==> src/rtl/apb_master_bridge_if.sv <==
// Command/response handshake and APB bus bundle for apb_master_bridge.
// The bridge side uses the master modport. The host and slave environment use the slave modport.
interface apb_master_bridge_if #(
  parameter int AW = 12,
  parameter int DW = 32
);
  logic          i_cmd_valid;
  logic          o_cmd_ready;
  logic          i_cmd_write;
  logic [AW-1:0] i_cmd_addr;
  logic [DW-1:0] i_cmd_wdata;
  logic          o_rsp_valid;
  logic          i_rsp_ready;
  logic [DW-1:0] o_rsp_rdata;
  logic          o_rsp_err;
  logic          o_rsp_timeout;
  logic [AW-1:0] o_PADDR;
  logic [DW-1:0] o_PWDATA;
  logic          o_PWRITE;
  logic          o_PSEL;
  logic          o_PENABLE;
  logic [DW-1:0] i_PRDATA;
  logic          i_PREADY;
  logic          i_PSLVERR;

  modport master (
    input  i_cmd_valid, i_cmd_write, i_cmd_addr, i_cmd_wdata, i_rsp_ready,
           i_PRDATA, i_PREADY, i_PSLVERR,
    output o_cmd_ready, o_rsp_valid, o_rsp_rdata, o_rsp_err, o_rsp_timeout,
           o_PADDR, o_PWDATA, o_PWRITE, o_PSEL, o_PENABLE
  );

  modport slave (
    output i_cmd_valid, i_cmd_write, i_cmd_addr, i_cmd_wdata, i_rsp_ready,
           i_PRDATA, i_PREADY, i_PSLVERR,
    input  o_cmd_ready, o_rsp_valid, o_rsp_rdata, o_rsp_err, o_rsp_timeout,
           o_PADDR, o_PWDATA, o_PWRITE, o_PSEL, o_PENABLE
  );
endinterface

==> src/rtl/apb_master_bridge.sv <==
// APB requester: one valid/ready command becomes one SETUP+ACCESS transfer.
// It returns read data, slave error and timeout status on the response channel.
module apb_master_bridge #(
  parameter int APB_ADDR_WIDTH = 12,
  parameter int APB_DATA_WIDTH = 32,
  parameter int TIMEOUT_CYCLES = 256
) (
  input  logic                 HCLK,
  input  logic                 HRESET,
  apb_master_bridge_if.master  bus
);
  localparam int AW = APB_ADDR_WIDTH;
  localparam int DW = APB_DATA_WIDTH;
  localparam int CW = (TIMEOUT_CYCLES > 0) ? $clog2(TIMEOUT_CYCLES + 1) : 1;
  localparam logic [CW-1:0] CNT_LAST = CW'((TIMEOUT_CYCLES > 0) ? TIMEOUT_CYCLES - 1 : 0);
  localparam logic [CW-1:0] CNT_SAT  = '1;

  typedef enum logic [1:0] {S_IDLE, S_SETUP, S_ACCESS, S_RESP} state_t;

  typedef struct packed {
    logic          write;
    logic [AW-1:0] addr;
    logic [DW-1:0] wdata;
  } req_t;

  typedef struct packed {
    logic [DW-1:0] rdata;
    logic          err;
    logic          timeout;
  } rsp_t;

  state_t        state;
  req_t          req_q;
  rsp_t          rsp_q;
  logic [CW-1:0] cnt;
  logic          cmd_ready, rsp_valid, psel, penable;

  always_ff @(posedge HCLK) begin
    if (HRESET) begin
      state     <= S_IDLE;
      req_q     <= '0;
      rsp_q     <= '0;
      cnt       <= '0;
      cmd_ready <= 1'b1;
      rsp_valid <= 1'b0;
      psel      <= 1'b0;
      penable   <= 1'b0;
    end else begin
      unique case (state)
        S_IDLE: begin
          if (bus.i_cmd_valid) begin
            req_q     <= '{write: bus.i_cmd_write, addr: bus.i_cmd_addr, wdata: bus.i_cmd_wdata};
            cmd_ready <= 1'b0;
            psel      <= 1'b1;
            state     <= S_SETUP;
          end
        end
        S_SETUP: begin
          penable <= 1'b1;
          cnt     <= '0;
          state   <= S_ACCESS;
        end
        S_ACCESS: begin
          // PREADY is checked first so a ready on the last allowed cycle is not aborted.
          if (bus.i_PREADY) begin
            rsp_q     <= '{rdata: req_q.write ? '0 : bus.i_PRDATA, err: bus.i_PSLVERR, timeout: 1'b0};
            psel      <= 1'b0;
            penable   <= 1'b0;
            rsp_valid <= 1'b1;
            state     <= S_RESP;
          end else if (TIMEOUT_CYCLES > 0 && cnt == CNT_LAST) begin
            rsp_q     <= '{rdata: '0, err: 1'b1, timeout: 1'b1};
            psel      <= 1'b0;
            penable   <= 1'b0;
            rsp_valid <= 1'b1;
            state     <= S_RESP;
          end else if (cnt != CNT_SAT) begin
            cnt <= cnt + 1'b1;
          end
        end
        S_RESP: begin
          if (bus.i_rsp_ready) begin
            rsp_valid <= 1'b0;
            cmd_ready <= 1'b1;
            state     <= S_IDLE;
          end
        end
        default: state <= S_IDLE;
      endcase
    end
  end

  assign bus.o_cmd_ready   = cmd_ready;
  assign bus.o_rsp_valid   = rsp_valid;
  assign bus.o_rsp_rdata   = rsp_q.rdata;
  assign bus.o_rsp_err     = rsp_q.err;
  assign bus.o_rsp_timeout = rsp_q.timeout;
  assign bus.o_PADDR       = req_q.addr;
  assign bus.o_PWDATA      = req_q.wdata;
  assign bus.o_PWRITE      = req_q.write;
  assign bus.o_PSEL        = psel;
  assign bus.o_PENABLE     = penable;
endmodule

==> src/flat_wrapper.sv <==
// flat-port wrapper written by rule: the top's interface ports become plain ports
module apb_master_bridge_flat 
#(
  parameter int APB_ADDR_WIDTH = 12,
  parameter int APB_DATA_WIDTH = 32,
  parameter int TIMEOUT_CYCLES = 256
)
  (HCLK, HRESET, bus_i_cmd_valid, bus_i_cmd_write, bus_i_cmd_addr, bus_i_cmd_wdata, bus_i_rsp_ready, bus_i_PRDATA, bus_i_PREADY, bus_i_PSLVERR, bus_o_cmd_ready, bus_o_rsp_valid, bus_o_rsp_rdata, bus_o_rsp_err, bus_o_rsp_timeout, bus_o_PADDR, bus_o_PWDATA, bus_o_PWRITE, bus_o_PSEL, bus_o_PENABLE);
  apb_master_bridge_if #(.AW((12)), .DW((32))) bus_i ();
  input  logic HCLK;
  input  logic HRESET;
  input wire logic [$bits(bus_i.i_cmd_valid)-1:0] bus_i_cmd_valid;
  input wire logic [$bits(bus_i.i_cmd_write)-1:0] bus_i_cmd_write;
  input wire logic [$bits(bus_i.i_cmd_addr)-1:0] bus_i_cmd_addr;
  input wire logic [$bits(bus_i.i_cmd_wdata)-1:0] bus_i_cmd_wdata;
  input wire logic [$bits(bus_i.i_rsp_ready)-1:0] bus_i_rsp_ready;
  input wire logic [$bits(bus_i.i_PRDATA)-1:0] bus_i_PRDATA;
  input wire logic [$bits(bus_i.i_PREADY)-1:0] bus_i_PREADY;
  input wire logic [$bits(bus_i.i_PSLVERR)-1:0] bus_i_PSLVERR;
  output wire logic [$bits(bus_i.o_cmd_ready)-1:0] bus_o_cmd_ready;
  output wire logic [$bits(bus_i.o_rsp_valid)-1:0] bus_o_rsp_valid;
  output wire logic [$bits(bus_i.o_rsp_rdata)-1:0] bus_o_rsp_rdata;
  output wire logic [$bits(bus_i.o_rsp_err)-1:0] bus_o_rsp_err;
  output wire logic [$bits(bus_i.o_rsp_timeout)-1:0] bus_o_rsp_timeout;
  output wire logic [$bits(bus_i.o_PADDR)-1:0] bus_o_PADDR;
  output wire logic [$bits(bus_i.o_PWDATA)-1:0] bus_o_PWDATA;
  output wire logic [$bits(bus_i.o_PWRITE)-1:0] bus_o_PWRITE;
  output wire logic [$bits(bus_i.o_PSEL)-1:0] bus_o_PSEL;
  output wire logic [$bits(bus_i.o_PENABLE)-1:0] bus_o_PENABLE;
  assign bus_i.i_cmd_valid = bus_i_cmd_valid;
  assign bus_i.i_cmd_write = bus_i_cmd_write;
  assign bus_i.i_cmd_addr = bus_i_cmd_addr;
  assign bus_i.i_cmd_wdata = bus_i_cmd_wdata;
  assign bus_i.i_rsp_ready = bus_i_rsp_ready;
  assign bus_i.i_PRDATA = bus_i_PRDATA;
  assign bus_i.i_PREADY = bus_i_PREADY;
  assign bus_i.i_PSLVERR = bus_i_PSLVERR;
  assign bus_o_cmd_ready = bus_i.o_cmd_ready;
  assign bus_o_rsp_valid = bus_i.o_rsp_valid;
  assign bus_o_rsp_rdata = bus_i.o_rsp_rdata;
  assign bus_o_rsp_err = bus_i.o_rsp_err;
  assign bus_o_rsp_timeout = bus_i.o_rsp_timeout;
  assign bus_o_PADDR = bus_i.o_PADDR;
  assign bus_o_PWDATA = bus_i.o_PWDATA;
  assign bus_o_PWRITE = bus_i.o_PWRITE;
  assign bus_o_PSEL = bus_i.o_PSEL;
  assign bus_o_PENABLE = bus_i.o_PENABLE;
  apb_master_bridge #(.APB_ADDR_WIDTH(APB_ADDR_WIDTH), .APB_DATA_WIDTH(APB_DATA_WIDTH), .TIMEOUT_CYCLES(TIMEOUT_CYCLES)) u_core (.HCLK(HCLK), .HRESET(HRESET), .bus(bus_i));
endmodule
==> config.mk <==
export PLATFORM = sky130hd
export DESIGN_NAME = apb_master_bridge_flat
export DESIGN_NICKNAME = d
export VERILOG_FILES = /design/src/rtl/apb_master_bridge_if.sv /design/src/rtl/apb_master_bridge.sv /design/src/flat_wrapper.sv
export SDC_FILE = /design/constraint.sdc
export NUM_CORES = 1
export LEC_CHECK = 0
export BUFFER_PORTS_ARGS = -buffer_cell sky130_fd_sc_hd__buf_2
export CORE_UTILIZATION = 33
export CTS_BUF_LIST = sky130_fd_sc_hd__clkbuf_4 sky130_fd_sc_hd__clkbuf_8 sky130_fd_sc_hd__clkbuf_16
export CTS_CLUSTER_DIAMETER = 100
export DETAILED_ROUTE_END_ITERATION = 6
export GPL_TIMING_DRIVEN = 0
export PLACE_DENSITY = 0.57
export SLEW_MARGIN = 20
export SYNTH_ARGS = -nofsm -noshare
export SYNTH_HDL_FRONTEND = slang
export SYNTH_SLANG_ARGS = --single-unit
==> constraint.sdc <==
create_clock -name HCLK -period 6.3 [get_ports HCLK]
set_clock_uncertainty 0.2 [all_clocks]
set_input_delay 0.945 -clock HCLK [delete_from_list [all_inputs] [get_ports HCLK]]
set_output_delay 0.945 -clock HCLK [all_outputs]
set_load 0.05 [all_outputs]
# Word level (Yosys, flattened, before mapping)
# Cells that the tools add are included.
[totals] latch_bits=0 reg_bits=94 rom_bits=0 memories=0 inputBits=83 out_inout_bits=83 ramBits=0 word_cells=62
[classes] add_sub_neg=1 n_reduce_logical=14 n_eq_ne=11 n_lt_le_gt_ge=0 div=0 multipliers=0 n_bitwise=0 shifts=0 n_mux=24
[op_table] operator="34-bit two-way mux" count=2
[op_table] operator="32-bit two-way mux" count=1
[op_table] operator="9-bit two-way mux" count=3
[op_table] operator="9-bit one-hot mux with 2 select lines" count=1
[op_table] operator="3-bit AND reduction" count=4
[op_table] operator="2-bit nonzero test" count=5
[op_table] operator="9-bit by 1-bit adder with 9-bit output, second input constant" count=1
[op_table] operator="9-bit by 8-bit equality test with 1-bit output, second input constant" count=1
[op_table] operator="9-bit inequality test, second input constant" count=1
[op_table] operator="1-bit two-way mux" count=8
[op_table] operator="2-bit two-way mux" count=4
[op_table] operator="2-bit inequality test, second input constant" count=4
[op_table] operator="1-bit one-hot mux with 2 select lines" count=4
[op_table] operator="2-bit one-hot mux with 4 select lines" count=1
[op_table] operator="2-bit AND reduction" count=3
[op_table] operator="2-bit equality test, second input constant" count=2
[op_table] operator="4-bit AND reduction" count=1
[op_table] operator="3-bit by 2-bit inequality test with 1-bit output, second input constant" count=1
[op_table] operator="2-bit by 1-bit equality test with 1-bit output, second input constant" count=1
[op_table] operator="2-bit logical NOT" count=1
[op_table] operator="2-bit by 1-bit inequality test with 1-bit output, second input constant" count=1

# Longest topological paths before layout
[logic_depth] ltp_word=5 mapped_depth=9 depth_no_buf=7

# Worst setup path after synthesis
# No wires, ideal clock.
[synth_path] path_type="register -> register" from="register u_core.cnt[0]" to="register u_core.cnt[5]" setup_ns=0.121 t_arrival_ns=2.190 slack_ns=3.789 t_required_ns=5.979 path_buffers=2 path_stages_with_launch=10 cell_sequence="dfxtp_1 > ha_1 > nand3_1 > nor2_1 > ha_1 > buf_6 > or4b_4 > buf_6 > a211oi_1 > mux2_2"
[synth_between] elab_chain_len=5
[synth_lines] item="start, declared" line_no="apb_master_bridge.sv:35" rtl="logic [CW-1:0] cnt;"
[synth_lines] item="start signal, assigned" line_no="apb_master_bridge.sv:78" rtl="cnt <= cnt + 1'b1;"
[synth_lines] item="9-bit by 1-bit adder with 9-bit output" line_no="apb_master_bridge.sv:78"
[synth_lines] item="9-bit two-way mux" line_no="apb_master_bridge.sv:77" rtl="end else if (cnt != CNT_SAT) begin"
[synth_lines] item="9-bit two-way mux" line_no="apb_master_bridge.sv:71" rtl="end else if (TIMEOUT_CYCLES > 0 && cnt == CNT_LAST) begin"
[synth_lines] item="9-bit two-way mux" line_no="apb_master_bridge.sv:65" rtl="if (bus.i_PREADY) begin"
[synth_lines] item="9-bit one-hot mux with 2 select lines" line_no="apb_master_bridge.sv:49" rtl="unique case (state)"
# Several ways; a longest one is shown, not always the timed one. The select of a mux whose other input is x is not followed.
# A chain may end at the register's enable or synchronous reset.

# Final worst setup path
# Ends and elaborated chain as after synthesis.

==> metrics.yaml <==
area_growth_pct: 32.7
crit_arrival_ns: 2.75
syn_avg_cell_area_sq_um: 8.49
first_iter_violations: 153
multi_input_area_sq_mm: 0.00155
drt_first_pass_iters: 5
hold_path_class: "flip-flop to flip-flop"
ant_nets: 0
core_sq_mm: 0.0104
met2_usage_pct: 27.1
vias_per_cell: 4.68
cp_slowest_stage_delay_ns: 0.51
port-buffer-count: 164
initial_core_util_pct: 34.4
outcome: "complete, no violations"
route.detailed.drc: 0
max_freq_mhz: 371
fin_nets: 687
hold_violations: 0
use_met3_pct: 6.68
cts_max_path_buffers: 2
leakage_uw: 0.00214
maxSlewHeadroom_pct: 50.8
critPathCaptureType: "flip-flop"
antennaDiodeCount: 0
cp_top_family: "simple AND/OR/NAND/NOR gates"
tritoncts: "built"
cts_buffers: 9
ir_worst_vdd_mv: 0.196
cts_resized: 0
overflow: 0
rows: 37
crit_fanout: 8
globalRouteTotalUtil_pct: 16.7
tns_ns: 0
busiest_layer: "met2"
via_count: 3452
synthCells: 422
synthArstFlopShare_pct: 0
cp-start-kind: "flip-flop"
rsz0062_at_grt: "false"
routedWlPerCell_um: 12.7
die_y_um: 106
cts_root_buf: "clkbuf_8"
synthFlopType: "dfxtp_1"
ios: 166
drive_gt1_share_pct: 31.7
hold_slack_ns: 0.256
slew_violations: 0
final-seq-area_sq_mm: 0.00188
p_per_area_mw_per_mm2: 405
required_ns: 6.35
die_area_sq_mm: 0.0113
hpwl_um: 7080
max-cap-violations: 0
clock_latency_ns: 0.35
routabilityCongestion: 0.759
synth_nets: 512
holdBufCountCts: 0
syn_area_sq_mm: 0.00358
synth_edf_count: 0
cts_sinks: 94
h-tree-depth: 3
met1_usage_pct: 20.3
die_x_um: 106
cpMaxStageDelayCell: "or4b_4"
fillers: 1037
grt_pass1_vias: 3228
cts.clk_slew.worst_paths_ns: 0.10
cp.buffers_inverters: 2
ys_ff_latch: 94
grt_first_pass_wirelength_um: 15100
ys_seq_area_share_pct: 52.5
crit_type: "flip-flop to flip-flop"
totalWireLength_um: 9350
ys_warn_count: 0
post-route-period-util_pct: 42.8
ys_types: 34
finalSetupViolations: 0
grt_start_max_net_pins: 17
post-route-min-period_ns: 2.70
antenna_found_initial: 0
worstPathCellList: "ha_1, nand3_1, nor2_1, ha_1, buf_6, or4b_4, buf_6, a211oi_1, mux2_2"
post_cts_buffers: 0
worstMarginPinSlew_ns: 0.728
-- power breakdown --
group / total, uW / internal, uW / leakage, uW / switching, uW
registers: 744 / 691 / 0.000766 / 52.6
logic: 806 / 212 / 0.00128 / 594
clock network: 374 / 157 / 0.0000914 / 217
total: 1920 / 1060 / 0.00214 / 864
-- Yosys cell counts, types with 5 or more instances --
| cell | n | area, sq um |
|---|---|---|
| a22oi_1 | 29 | 218 |
| nor2b_1 | 5 | 31.3 |
| ha_1 | 7 | 87.6 |
| nand2_1 | 97 | 364 |
| nor3_1 | 10 | 50.1 |
| clkbuf_1 | 22 | 82.6 |
| dfxtp_1 | 94 | 1880 |
| buf_1 | 6 | 22.5 |
| mux2_2 | 5 | 56.3 |
| nor3b_1 | 7 | 52.6 |
| nor2_1 | 34 | 128 |
| o21ai_0 | 5 | 25.0 |
| a21oi_1 | 59 | 295 |
| nand3_1 | 9 | 45.0 |
-- area by class of cell --
class,count,area share [%]
Buffer,32,2.89
Clock buffer,11,2.92
Clock inverter,5,0.895
Inverter,4,0.316
Multi-Input combinational cell,292,32.6
Sequential cell,94,39.6
Tap cell,136,3.58
Timing Repair Buffer,164,17.3
-- sequential cells by signal, indices dropped and copies added (netlist names), 2 cells and up --
signal	cells
u_core.bus.o_PADDR	12
u_core.bus.o_PWDATA	32
u_core.bus.o_rsp_rdata	32
u_core.state	2
u_core.cnt	9
-- through the flow --
step,cell area [sq um],worst slack (ns),util [%],power (uW),std cells
floorplan,3580,3.79,-,1360,422
detailed placement,4570,3.56,43.9,1570,722
global route,4750,3.50,45.6,2040,738
global placement,4570,3.62,43.9,1560,722
finish,4750,3.60,45.6,1920,738
CTS,4750,3.61,45.6,1940,738
-- worst min-delay path, delay by kind of cell (launching register included) --
family | cells | cell delay (ns)
and+or+nand+nor | 1 | 0.05
AOI/OAI and AO/OA | 1 | 0.05
DFF | 1 | 0.32
-- layout by cell type, fill, tap and decap left out, drive strengths merged, types with 2 or more instances in the layout --
master	count
nor3b	7
nand3	9
ha	7
o21ai	6
inv	6
nor3	10
buf	174
clkbuf	33
mux2	6
nand2b	4
dfxtp	94
nor2b	5
o21bai	3
a211oi	5
a21oi	59
nor2	34
nand2	97
clkinv	2
a22oi	29
-- final timing paths --
kind	startpoint	to	slack (ns)	cells past startpoint
hold reg to reg	u_core.bus.o_PADDR[2]	u_core.bus.o_PADDR[2]	0.26	2
setup / recovery	u_core.cnt[0]	u_core.cnt[5]	3.60	9
hold / removal	u_core.bus.o_PADDR[2]	u_core.bus.o_PADDR[2]	0.26	2
setup reg to reg	u_core.cnt[0]	u_core.cnt[5]	3.60	9
-- per-layer routing --
metal  share of wire (%)  wire (um)  up-vias
li1                    -          -     1780
met1                  46       4270     1539
met2                  45       4210      125
met3                 8.2        763        8
met4                 1.2        115        0
met5                   0          0        -
-- cell families after synthesis --
| logic type | count (synthesis) | synth area share, % |
|---|---|---|
| simple gates | 174 | 21.3 |
| compound gates | 105 | 17.6 |
| flops | 94 | 52.5 |
| buf+inv | 36 | 4.26 |
| fa+ha+maj | 7 | 2.44 |
| mux | 6 | 1.89 |
Note: power is estimated with default switching activity, not from simulation.
